<file path="src/rtl/ysyx_25060170_lsu_wbu_pkg.sv">
// Shared types for the LSU/WBU stage: FSM states, funct3 encodings, the latched
// instruction record and the registered output bundle.
package ysyx_25060170_lsu_wbu_pkg;

  localparam int XLEN  = 32;
  localparam int REG_W = 5;

  typedef enum logic [1:0] {
    S_IDLE,
    S_REQ,
    S_WAIT,
    S_WB
  } state_e;

  localparam logic [2:0] F3_LB  = 3'b000;
  localparam logic [2:0] F3_LH  = 3'b001;
  localparam logic [2:0] F3_LW  = 3'b010;
  localparam logic [2:0] F3_LBU = 3'b100;
  localparam logic [2:0] F3_LHU = 3'b101;
  localparam logic [2:0] F3_SB  = 3'b000;
  localparam logic [2:0] F3_SH  = 3'b001;
  localparam logic [2:0] F3_SW  = 3'b010;

  typedef enum logic [1:0] {
    SZ_BYTE,
    SZ_HALF,
    SZ_WORD
  } size_e;

  typedef struct packed {
    logic [REG_W-1:0] rd;
    logic             rd_wen;
    logic             is_load;
    logic             is_store;
    logic [2:0]       funct3;
    logic [XLEN-1:0]  result;
    logic [XLEN-1:0]  store_data;
  } op_t;

  typedef struct packed {
    logic             in_ready;
    logic             req_valid;
    logic             req_wen;
    logic [XLEN-1:0]  req_addr;
    logic [XLEN-1:0]  req_wdata;
    logic [3:0]       req_wmask;
    logic [REG_W-1:0] rf_waddr;
    logic [XLEN-1:0]  rf_wdata;
    logic             rf_wen;
    logic             commit;
    logic             commit_misalign;
  } out_t;

  localparam out_t OUT_RESET = '{in_ready: 1'b1, default: '0};

  // Any funct3 that is not a known byte/half encoding falls back to a word access.
  function automatic size_e access_size(input logic is_load, input logic [2:0] funct3);
    if (funct3 == F3_LB || (is_load && funct3 == F3_LBU)) return SZ_BYTE;
    if (funct3 == F3_LH || (is_load && funct3 == F3_LHU)) return SZ_HALF;
    return SZ_WORD;
  endfunction

endpackage

</file>
<file path="src/rtl/ysyx_25060170_lsu_wbu_if.sv">
// Memory port between the LSU/WBU stage (master) and the data memory (slave).
interface ysyx_25060170_lsu_wbu_if;
  import ysyx_25060170_lsu_wbu_pkg::*;

  logic            req_valid;
  logic            req_ready;
  logic [XLEN-1:0] req_addr;
  logic            req_wen;
  logic [XLEN-1:0] req_wdata;
  logic [3:0]      req_wmask;
  logic            resp_valid;
  logic [XLEN-1:0] resp_rdata;

  modport master (
    output req_valid, req_addr, req_wen, req_wdata, req_wmask,
    input  req_ready, resp_valid, resp_rdata
  );

  modport slave (
    input  req_valid, req_addr, req_wen, req_wdata, req_wmask,
    output req_ready, resp_valid, resp_rdata
  );
endinterface

</file>
<file path="src/rtl/ysyx_25060170_lsu_align.sv">
// Combinational byte-lane logic: store mask/data placement, load lane extract
// with sign/zero extension, and misalignment detection.
module ysyx_25060170_lsu_align
  import ysyx_25060170_lsu_wbu_pkg::*;
#(
  parameter int CHECK_ALIGN = 1
) (
  input  logic            is_load,
  input  logic [2:0]      funct3,
  input  logic [1:0]      offset,
  input  logic [XLEN-1:0] store_data,
  input  logic [XLEN-1:0] rdata,
  output logic [3:0]      wmask,
  output logic [XLEN-1:0] wdata,
  output logic [XLEN-1:0] load_data,
  output logic            misalign
);

  size_e       size;
  logic [7:0]  byte_lane;
  logic [15:0] half_lane;
  logic        is_unsigned;

  assign size        = access_size(is_load, funct3);
  assign byte_lane   = rdata[{offset, 3'b000} +: 8];
  assign half_lane   = offset[1] ? rdata[31:16] : rdata[15:0];
  assign is_unsigned = funct3[2];

  // NOTE: every output gets a default before the case so no path leaves it unassigned (no latches).
  always_comb begin
    wmask     = 4'hF;
    wdata     = store_data;
    load_data = rdata;
    misalign  = 1'b0;
    case (size)
      SZ_BYTE: begin
        wmask     = 4'b0001 << offset;
        wdata     = {4{store_data[7:0]}};
        load_data = is_unsigned ? {24'b0, byte_lane} : {{24{byte_lane[7]}}, byte_lane};
      end
      SZ_HALF: begin
        wmask     = 4'b0011 << offset;
        wdata     = {2{store_data[15:0]}};
        load_data = is_unsigned ? {16'b0, half_lane} : {{16{half_lane[15]}}, half_lane};
        misalign  = (CHECK_ALIGN != 0) && offset[0];
      end
      default: begin
        misalign = (CHECK_ALIGN != 0) && (offset != 2'b00);
      end
    endcase
  end

endmodule

</file>
<file path="src/rtl/ysyx_25060170_lsu_wbu.sv">
// Memory-access + writeback stage: accepts one instruction, performs its load/store,
// then drives the regfile write port and a one-cycle commit pulse.
module ysyx_25060170_lsu_wbu
  import ysyx_25060170_lsu_wbu_pkg::*;
#(
  parameter int DATA_W      = 32,
  parameter int RADDR_W     = 5,
  parameter int CHECK_ALIGN = 1
) (
  input  logic               clk,
  input  logic               rst,
  input  logic               in_valid,
  output logic               in_ready,
  input  logic [RADDR_W-1:0] in_rd,
  input  logic               in_rd_wen,
  input  logic               in_is_load,
  input  logic               in_is_store,
  input  logic [2:0]         in_funct3,
  input  logic [DATA_W-1:0]  in_result,
  input  logic [DATA_W-1:0]  in_store_data,
  ysyx_25060170_lsu_wbu_if.master mem,
  output logic [RADDR_W-1:0] rf_waddr,
  output logic [DATA_W-1:0]  rf_wdata,
  output logic               rf_wen,
  output logic               commit,
  output logic               commit_misalign
);

  state_e state, state_n;
  op_t    lat, lat_n, in_op, cur;
  out_t   out_q, out_n;

  logic [3:0]      al_wmask;
  logic [XLEN-1:0] al_wdata;
  logic [XLEN-1:0] al_load;
  logic            al_misalign;
  logic            is_mem;
  logic            mis;

  assign in_op = '{rd: in_rd, rd_wen: in_rd_wen, is_load: in_is_load, is_store: in_is_store,
                   funct3: in_funct3, result: in_result, store_data: in_store_data};

  // In IDLE the aligner looks at the incoming op so misalign and store lanes are
  // known at the accept edge; afterwards it works on the latched copy.
  assign cur    = (state == S_IDLE) ? in_op : lat;
  assign is_mem = cur.is_load | cur.is_store;
  assign mis    = is_mem & al_misalign;

  ysyx_25060170_lsu_align #(
    .CHECK_ALIGN(CHECK_ALIGN)
  ) u_align (
    .is_load   (cur.is_load),
    .funct3    (cur.funct3),
    .offset    (cur.result[1:0]),
    .store_data(cur.store_data),
    .rdata     (mem.resp_rdata),
    .wmask     (al_wmask),
    .wdata     (al_wdata),
    .load_data (al_load),
    .misalign  (al_misalign)
  );

  // NOTE: sequential state uses non-blocking assignments only; next values come from always_comb.
  always_ff @(posedge clk or posedge rst) begin
    if (rst) begin
      state <= S_IDLE;
      lat   <= '0;
      out_q <= OUT_RESET;
    end else begin
      state <= state_n;
      lat   <= lat_n;
      out_q <= out_n;
    end
  end

  always_comb begin
    state_n                = state;
    lat_n                  = lat;
    out_n                  = out_q;
    out_n.in_ready         = 1'b0;
    out_n.rf_wen           = 1'b0;
    out_n.commit           = 1'b0;
    out_n.commit_misalign  = 1'b0;
    case (state)
      S_IDLE: begin
        if (in_valid) begin
          lat_n = in_op;
          if (is_mem && !mis) begin
            state_n         = S_REQ;
            out_n.req_valid = 1'b1;
            out_n.req_addr  = {cur.result[31:2], 2'b00};
            out_n.req_wen   = cur.is_store;
            out_n.req_wdata = cur.is_store ? al_wdata : '0;
            out_n.req_wmask = cur.is_store ? al_wmask : 4'b0000;
          end else begin
            state_n               = S_WB;
            out_n.rf_waddr        = cur.rd;
            out_n.rf_wdata        = cur.result;
            out_n.rf_wen          = cur.rd_wen & ~cur.is_store & ~mis & (cur.rd != '0);
            out_n.commit          = 1'b1;
            out_n.commit_misalign = mis;
          end
        end else begin
          out_n.in_ready = 1'b1;
        end
      end
      S_REQ: begin
        // A response seen here is ignored; only the request handshake advances.
        if (mem.req_ready) begin
          state_n         = S_WAIT;
          out_n.req_valid = 1'b0;
        end
      end
      S_WAIT: begin
        if (mem.resp_valid) begin
          state_n        = S_WB;
          out_n.rf_waddr = cur.rd;
          out_n.rf_wdata = cur.is_load ? al_load : cur.result;
          out_n.rf_wen   = cur.rd_wen & cur.is_load & (cur.rd != '0);
          out_n.commit   = 1'b1;
        end
      end
      S_WB: begin
        state_n        = S_IDLE;
        out_n.in_ready = 1'b1;
      end
      default: begin
        state_n = S_IDLE;
      end
    endcase
  end

  assign in_ready        = out_q.in_ready;
  assign mem.req_valid   = out_q.req_valid;
  assign mem.req_addr    = out_q.req_addr;
  assign mem.req_wen     = out_q.req_wen;
  assign mem.req_wdata   = out_q.req_wdata;
  assign mem.req_wmask   = out_q.req_wmask;
  assign rf_waddr        = out_q.rf_waddr;
  assign rf_wdata        = out_q.rf_wdata;
  assign rf_wen          = out_q.rf_wen;
  assign commit          = out_q.commit;
  assign commit_misalign = out_q.commit_misalign;

endmodule

</file>
<file path="src/flat_wrapper.sv">
// flat-port wrapper written by rule: the top's interface ports become plain ports
module ysyx_25060170_lsu_wbu_flat import ysyx_25060170_lsu_wbu_pkg::*;
#(
  parameter int DATA_W      = 32,
  parameter int RADDR_W     = 5,
  parameter int CHECK_ALIGN = 1
)
  (clk, rst, in_valid, in_ready, in_rd, in_rd_wen, in_is_load, in_is_store, in_funct3, in_result, in_store_data, rf_waddr, rf_wdata, rf_wen, commit, commit_misalign, mem_req_valid, mem_req_addr, mem_req_wen, mem_req_wdata, mem_req_wmask, mem_req_ready, mem_resp_valid, mem_resp_rdata);
  ysyx_25060170_lsu_wbu_if mem_i ();
  input  logic clk;
  input  logic rst;
  input  logic in_valid;
  output logic in_ready;
  input  logic [RADDR_W-1:0] in_rd;
  input  logic in_rd_wen;
  input  logic in_is_load;
  input  logic in_is_store;
  input  logic [2:0] in_funct3;
  input  logic [DATA_W-1:0] in_result;
  input  logic [DATA_W-1:0] in_store_data;
  output logic [RADDR_W-1:0] rf_waddr;
  output logic [DATA_W-1:0] rf_wdata;
  output logic rf_wen;
  output logic commit;
  output logic commit_misalign;
  output wire logic [$bits(mem_i.req_valid)-1:0] mem_req_valid;
  output wire logic [$bits(mem_i.req_addr)-1:0] mem_req_addr;
  output wire logic [$bits(mem_i.req_wen)-1:0] mem_req_wen;
  output wire logic [$bits(mem_i.req_wdata)-1:0] mem_req_wdata;
  output wire logic [$bits(mem_i.req_wmask)-1:0] mem_req_wmask;
  input wire logic [$bits(mem_i.req_ready)-1:0] mem_req_ready;
  input wire logic [$bits(mem_i.resp_valid)-1:0] mem_resp_valid;
  input wire logic [$bits(mem_i.resp_rdata)-1:0] mem_resp_rdata;
  assign mem_req_valid = mem_i.req_valid;
  assign mem_req_addr = mem_i.req_addr;
  assign mem_req_wen = mem_i.req_wen;
  assign mem_req_wdata = mem_i.req_wdata;
  assign mem_req_wmask = mem_i.req_wmask;
  assign mem_i.req_ready = mem_req_ready;
  assign mem_i.resp_valid = mem_resp_valid;
  assign mem_i.resp_rdata = mem_resp_rdata;
  ysyx_25060170_lsu_wbu #(.DATA_W(DATA_W), .RADDR_W(RADDR_W), .CHECK_ALIGN(CHECK_ALIGN)) u_core (.clk(clk), .rst(rst), .in_valid(in_valid), .in_ready(in_ready), .in_rd(in_rd), .in_rd_wen(in_rd_wen), .in_is_load(in_is_load), .in_is_store(in_is_store), .in_funct3(in_funct3), .in_result(in_result), .in_store_data(in_store_data), .mem(mem_i), .rf_waddr(rf_waddr), .rf_wdata(rf_wdata), .rf_wen(rf_wen), .commit(commit), .commit_misalign(commit_misalign));
endmodule
</file>
<file path="config.mk">
export PLATFORM = sky130hd
export DESIGN_NAME = ysyx_25060170_lsu_wbu_flat
export DESIGN_NICKNAME = d
export VERILOG_FILES = /design/src/rtl/ysyx_25060170_lsu_wbu_pkg.sv /design/src/rtl/ysyx_25060170_lsu_wbu_if.sv /design/src/rtl/ysyx_25060170_lsu_align.sv /design/src/rtl/ysyx_25060170_lsu_wbu.sv /design/src/flat_wrapper.sv
export SDC_FILE = /design/constraint.sdc
export NUM_CORES = 1
export LEC_CHECK = 0
export BUFFER_PORTS_ARGS = -buffer_cell sky130_fd_sc_hd__buf_4
export CORE_MARGIN = 1
export CORE_UTILIZATION = 45
export DETAILED_ROUTE_END_ITERATION = 8
export HOLD_SLACK_MARGIN = 0.06
export PLACE_DENSITY_LB_ADDON = 0.08
export SETUP_SLACK_MARGIN = 0.15
export SLEW_MARGIN = 20
export SYNTH_ARGS = -nofsm -noshare
export SYNTH_HDL_FRONTEND = slang
export SYNTH_SLANG_ARGS = --single-unit
</file>
<file path="constraint.sdc">
create_clock -name clk -period 6.1 [get_ports clk]
set_input_delay 0.61 -clock clk [delete_from_list [all_inputs] [get_ports clk]]
set_output_delay 0.61 -clock clk [all_outputs]
set_load 0.02 [all_outputs]
</file>
==> results.rst <==
.. list-table::
   :header-rows: 1

   * - Metric
     - Value
   * - Slew headroom
     - 27.1%
   * - Total area of multi-input combinational cells
     - 4490 um2
   * - Critical path endpoint category
     - register
   * - Routed Antenna Nets
     - 0
   * - Setup Fix Bufs, Post-CTS
     - 0
   * - Cells along the critical path
     - inv_1 > ha_4 > buf_4 > nor3_1 > a21oi_1 > nand3_4 > mux2_2
   * - Summed negative setup slack over all endpoints
     - 0 ns
   * - WP data required
     - 6.42 ns
   * - Aggregate global routing overflow
     - 0
   * - Count of synthesis-stage warnings from yosys
     - 0
   * - Switch share
     - 43.0%
   * - Pre-antenna DRT Iters
     - 5
   * - Clk slew on worst S/H paths
     - 0.07 ns
   * - Transition time at the pin with the least slew margin
     - 1.07 ns
   * - Clock sink count
     - 186
   * - Seq/Total Area, Yosys
     - 49.3%
   * - Int Pwr
     - 0.00398 W
   * - Max Freq
     - 0.238 GHz
   * - Worst Path Arrival
     - 4.51 ns
   * - Antenna cells
     - 0
   * - Critical path fanouts, max
     - 67
   * - IO Pins
     - 223
   * - DR DRC count
     - 0
   * - Status
     - finished clean
   * - Hold buffer count at cts
     - 0
   * - Clock network fraction of design power
     - 17.5%
   * - Synthesized cell area
     - 9450 um2
   * - Vertical die dimension
     - 147 um
   * - Area growth, synth to finish
     - 25.7%
   * - End-of-flow core utilization
     - 58.1%
   * - Sequential share of power
     - 30.7%
   * - Pin count of the biggest net entering global routing
     - 128
   * - Maximum Capacitance Violations
     - 0
   * - Fin. max-slew vios
     - 0
   * - Via-to-Cell Ratio
     - 5.57
   * - Top cell type by total area after synthesis
     - sky130_fd_sc_hd__dfrtp_1
   * - Total Die Area
     - 21600 um2
   * - Category of the most critical setup path
     - reg2reg
   * - Number of placed cells counting well taps
     - 1432
   * - Clock latency on the worst-skew pair
     - 0.44 ns
   * - Initial Utilization
     - 46.2%
   * - Pleak
     - 5.83 nW
   * - Cell type of the slowest stage on the worst timing path
     - sky130_fd_sc_hd__buf_4
   * - Most common cell after layout, fill and taps aside
     - sky130_fd_sc_hd__nand2_1
   * - Number of nets in the layout
     - 1297
   * - Leading cell types by total area after synthesis
     - sky130_fd_sc_hd__dfrtp_1 49%, sky130_fd_sc_hd__nand2_1 14%, sky130_fd_sc_hd__mux2i_1 7.1%, sky130_fd_sc_hd__mux2_2 6.1%, sky130_fd_sc_hd__nand3_1 2.1%
   * - Area of the core region
     - 20400 um2
   * - Largest vdd supply drop
     - 0.274 mV
   * - Routability congestion estimate from global placement
     - 0.820
   * - Number of core rows
     - 52
   * - Antenna violations before repair
     - 0
   * - Buffers added on ports
     - 220
   * - Psw
     - 0.00301 W
   * - Count of placed standard cells in the final layout, fillers left out
     - 1462
   * - Count of instances resized after the clock tree is built
     - 0
   * - Routed length per instance
     - 19.3 um
   * - Clock root buffer master
     - sky130_fd_sc_hd__clkbuf_16
   * - Deepest level of the CTS H-tree
     - 4
   * - Number of buffers created by CTS
     - 17
   * - Max incr delay on CP
     - 0.80 ns
   * - Total wire length
     - 28.3 mm
   * - Unrepaired setup endpoints after global routing
     - false
   * - Leading cell types in the layout, fill and taps excluded
     - 345 x sky130_fd_sc_hd__nand2_1, 229 x sky130_fd_sc_hd__buf_4, 185 x sky130_fd_sc_hd__dfrtp_1
   * - Overall via count from detail_route
     - 8149
   * - Reg2reg setup slack
     - 1.90 ns
   * - GRT Util Overall
     - 26.7%
   * - Async S/R FF share, synth
     - 100%
   * - Pwr per Cell Area
     - 589 nW/um2
   * - Startpoint type of the worst setup path
     - register
   * - Type of the tightest min-delay check
     - in2async
   * - First-pass GRT wire length
     - 44.6 mm
   * - Post-layout minimum cycle time
     - 4.20 ns
   * - Post-Layout Inst Area
     - 11900 um2
   * - Number of global-route vias before repair
     - 7856
   * - Combinational power share
     - 51.7%
   * - Synth unique cells
     - 53
   * - Average cell area after synthesis
     - 9.44 um2
   * - FILL cells
     - 1856
   * - Maximum buffer depth of the clock tree
     - 2
   * - Horizontal die dimension
     - 147 um
   * - Setup Skew
     - 0.0159 ns
   * - Register area
     - 4660 um2
   * - Starting DRC count in detailed routing
     - 555
   * - Number of instances in the synthesized netlist
     - 1001
   * - Proportion of netlist area held by the largest area contributor
     - 49.0%
   * - Estimated wirelength of the detail-placed design
     - 18.8 mm
   * - Share of the clock period used by the worst path
     - 68.8%
   * - Instance area after placement
     - 11200 um2
   * - Post-synth EDFFs
     - 0
   * - Share of cells above drive strength 1
     - 28.5%
   * - Setup violators final
     - 0
   * - TritonCTS clock tree
     - done
   * - Commonest register cell after synthesis
     - sky130_fd_sc_hd__dfrtp_1
   * - Synth Register Bits
     - 186
   * - Final hold vios
     - 0
## sequential cells by signal, summed over array words and instances (netlist names)
register and flops:
u_core.state 2, u_core.in_ready 1, u_core.commit 1, u_core.rf_waddr 5
u_core.lat 75, u_core.mem.req_wmask 4, u_core.mem.req_addr 30, u_core.rf_wdata 32
u_core.mem.req_wdata 32, u_core.commit_misalign 1, u_core.rf_wen 1, u_core.mem.req_valid 1
u_core.mem.req_wen 1
## metal layers
metal | GRT usage (%) | routed length, um
met4 | 8.09 | 540
met1 | 39.6 | 13100
met3 | 5.34 | 1830
met2 | 39.5 | 12800
met5 | 0 | 0
## layout make-up
type                            count  share of cell area [%]
Multi-Input combinational cell    740                    37.8
Timing Repair Buffer              229                    14.5
Sequential cell                   186                    39.2
Inverter                            7                   0.285
Tap cell                          270                    2.85
Clock inverter                     11                    1.63
Clock buffer                       19                    3.73
## stage by stage
| stage | hold slack (ns) | worst slack [ns] | power (W) |
|---|---|---|---|
| floorplan | 0.442 | 0.435 | 0.00456 |
| global placement | 0.453 | 1.97 | 0.00572 |
| detailed placement | 0.458 | 1.86 | 0.00578 |
| CTS | 0.363 | 1.85 | 0.00701 |
| global route | 0.371 | 1.59 | 0.00744 |
| finish | 0.355 | 1.90 | 0.00699 |
## final timing paths
kind / start / endpoint / cells after the start
min: rst / u_core.mem.req_addr[19]$_DFFE_PP0P_ / 2
min reg2reg: u_core.rf_wdata[3]$_DFFE_PP0P_ / u_core.rf_wdata[3]$_DFFE_PP0P_ / 2
max in group asynchronous: rst / u_core.lat[33]$_DFFE_PP0P_ / 3
max reg2reg: u_core.state[0]$_DFFE_PP0P_ / u_core.mem.req_addr[4]$_DFFE_PP0P_ / 7
min in group clk: in_store_data[23] / u_core.lat[23]$_DFFE_PP0P_ / 3
max: u_core.state[0]$_DFFE_PP0P_ / u_core.mem.req_addr[4]$_DFFE_PP0P_ / 7
## cell usage after synthesis (all sizes together), types with 2 or more instances
cell type and instances:
nor2b 5, a22o 11, dfrtp 185, mux2i 70, a32o 16, a211oi 2
o32a 2, o22a 2, o2111ai 3, inv 7, clkbuf 39, o221ai 6
nor3 7, buf 30, nand2b 2, nand3 40, a21oi 30, ha 4
o211ai 26, nand2 347, a32oi 7, or4 2, and2 3, or2 4
or3 8, o22ai 17, o21ai 31, mux2 51, nor2 23, a22oi 7
o311ai 2
## critical path: cells and delay by family, from the launching register on
kind | cells | cell delay (ns)
DFF | 1 | 0.41
adders and majority gates | 1 | 0.70
buffers and inverters | 2 | 0.93
and+or+nand+nor | 2 | 0.92
muxes | 1 | 0.56
AOI/OAI and AO/OA | 1 | 0.48
## power groups by stage
stage                     logic (W)  registers (W)  clock network, W
after floorplan             0.00211        0.00245                 0
after global placement      0.00356        0.00216                 0
after detailed placement    0.00362        0.00216                 0
after CTS                   0.00363        0.00215           0.00124
after global routing        0.00394        0.00221           0.00129
final                       0.00362        0.00215           0.00123
## cells by family after synthesis
group	count (synthesis)	synth area share (%)
DFF	186	49.3
and+or+nand+nor	444	19.2
other	1	0.0397
adders and majority gates	4	0.530
AOI/OAI and AO/OA	168	13.5
muxes	122	13.9
buffers and inverters	76	3.55
Power figures use the tool's default switching activity.
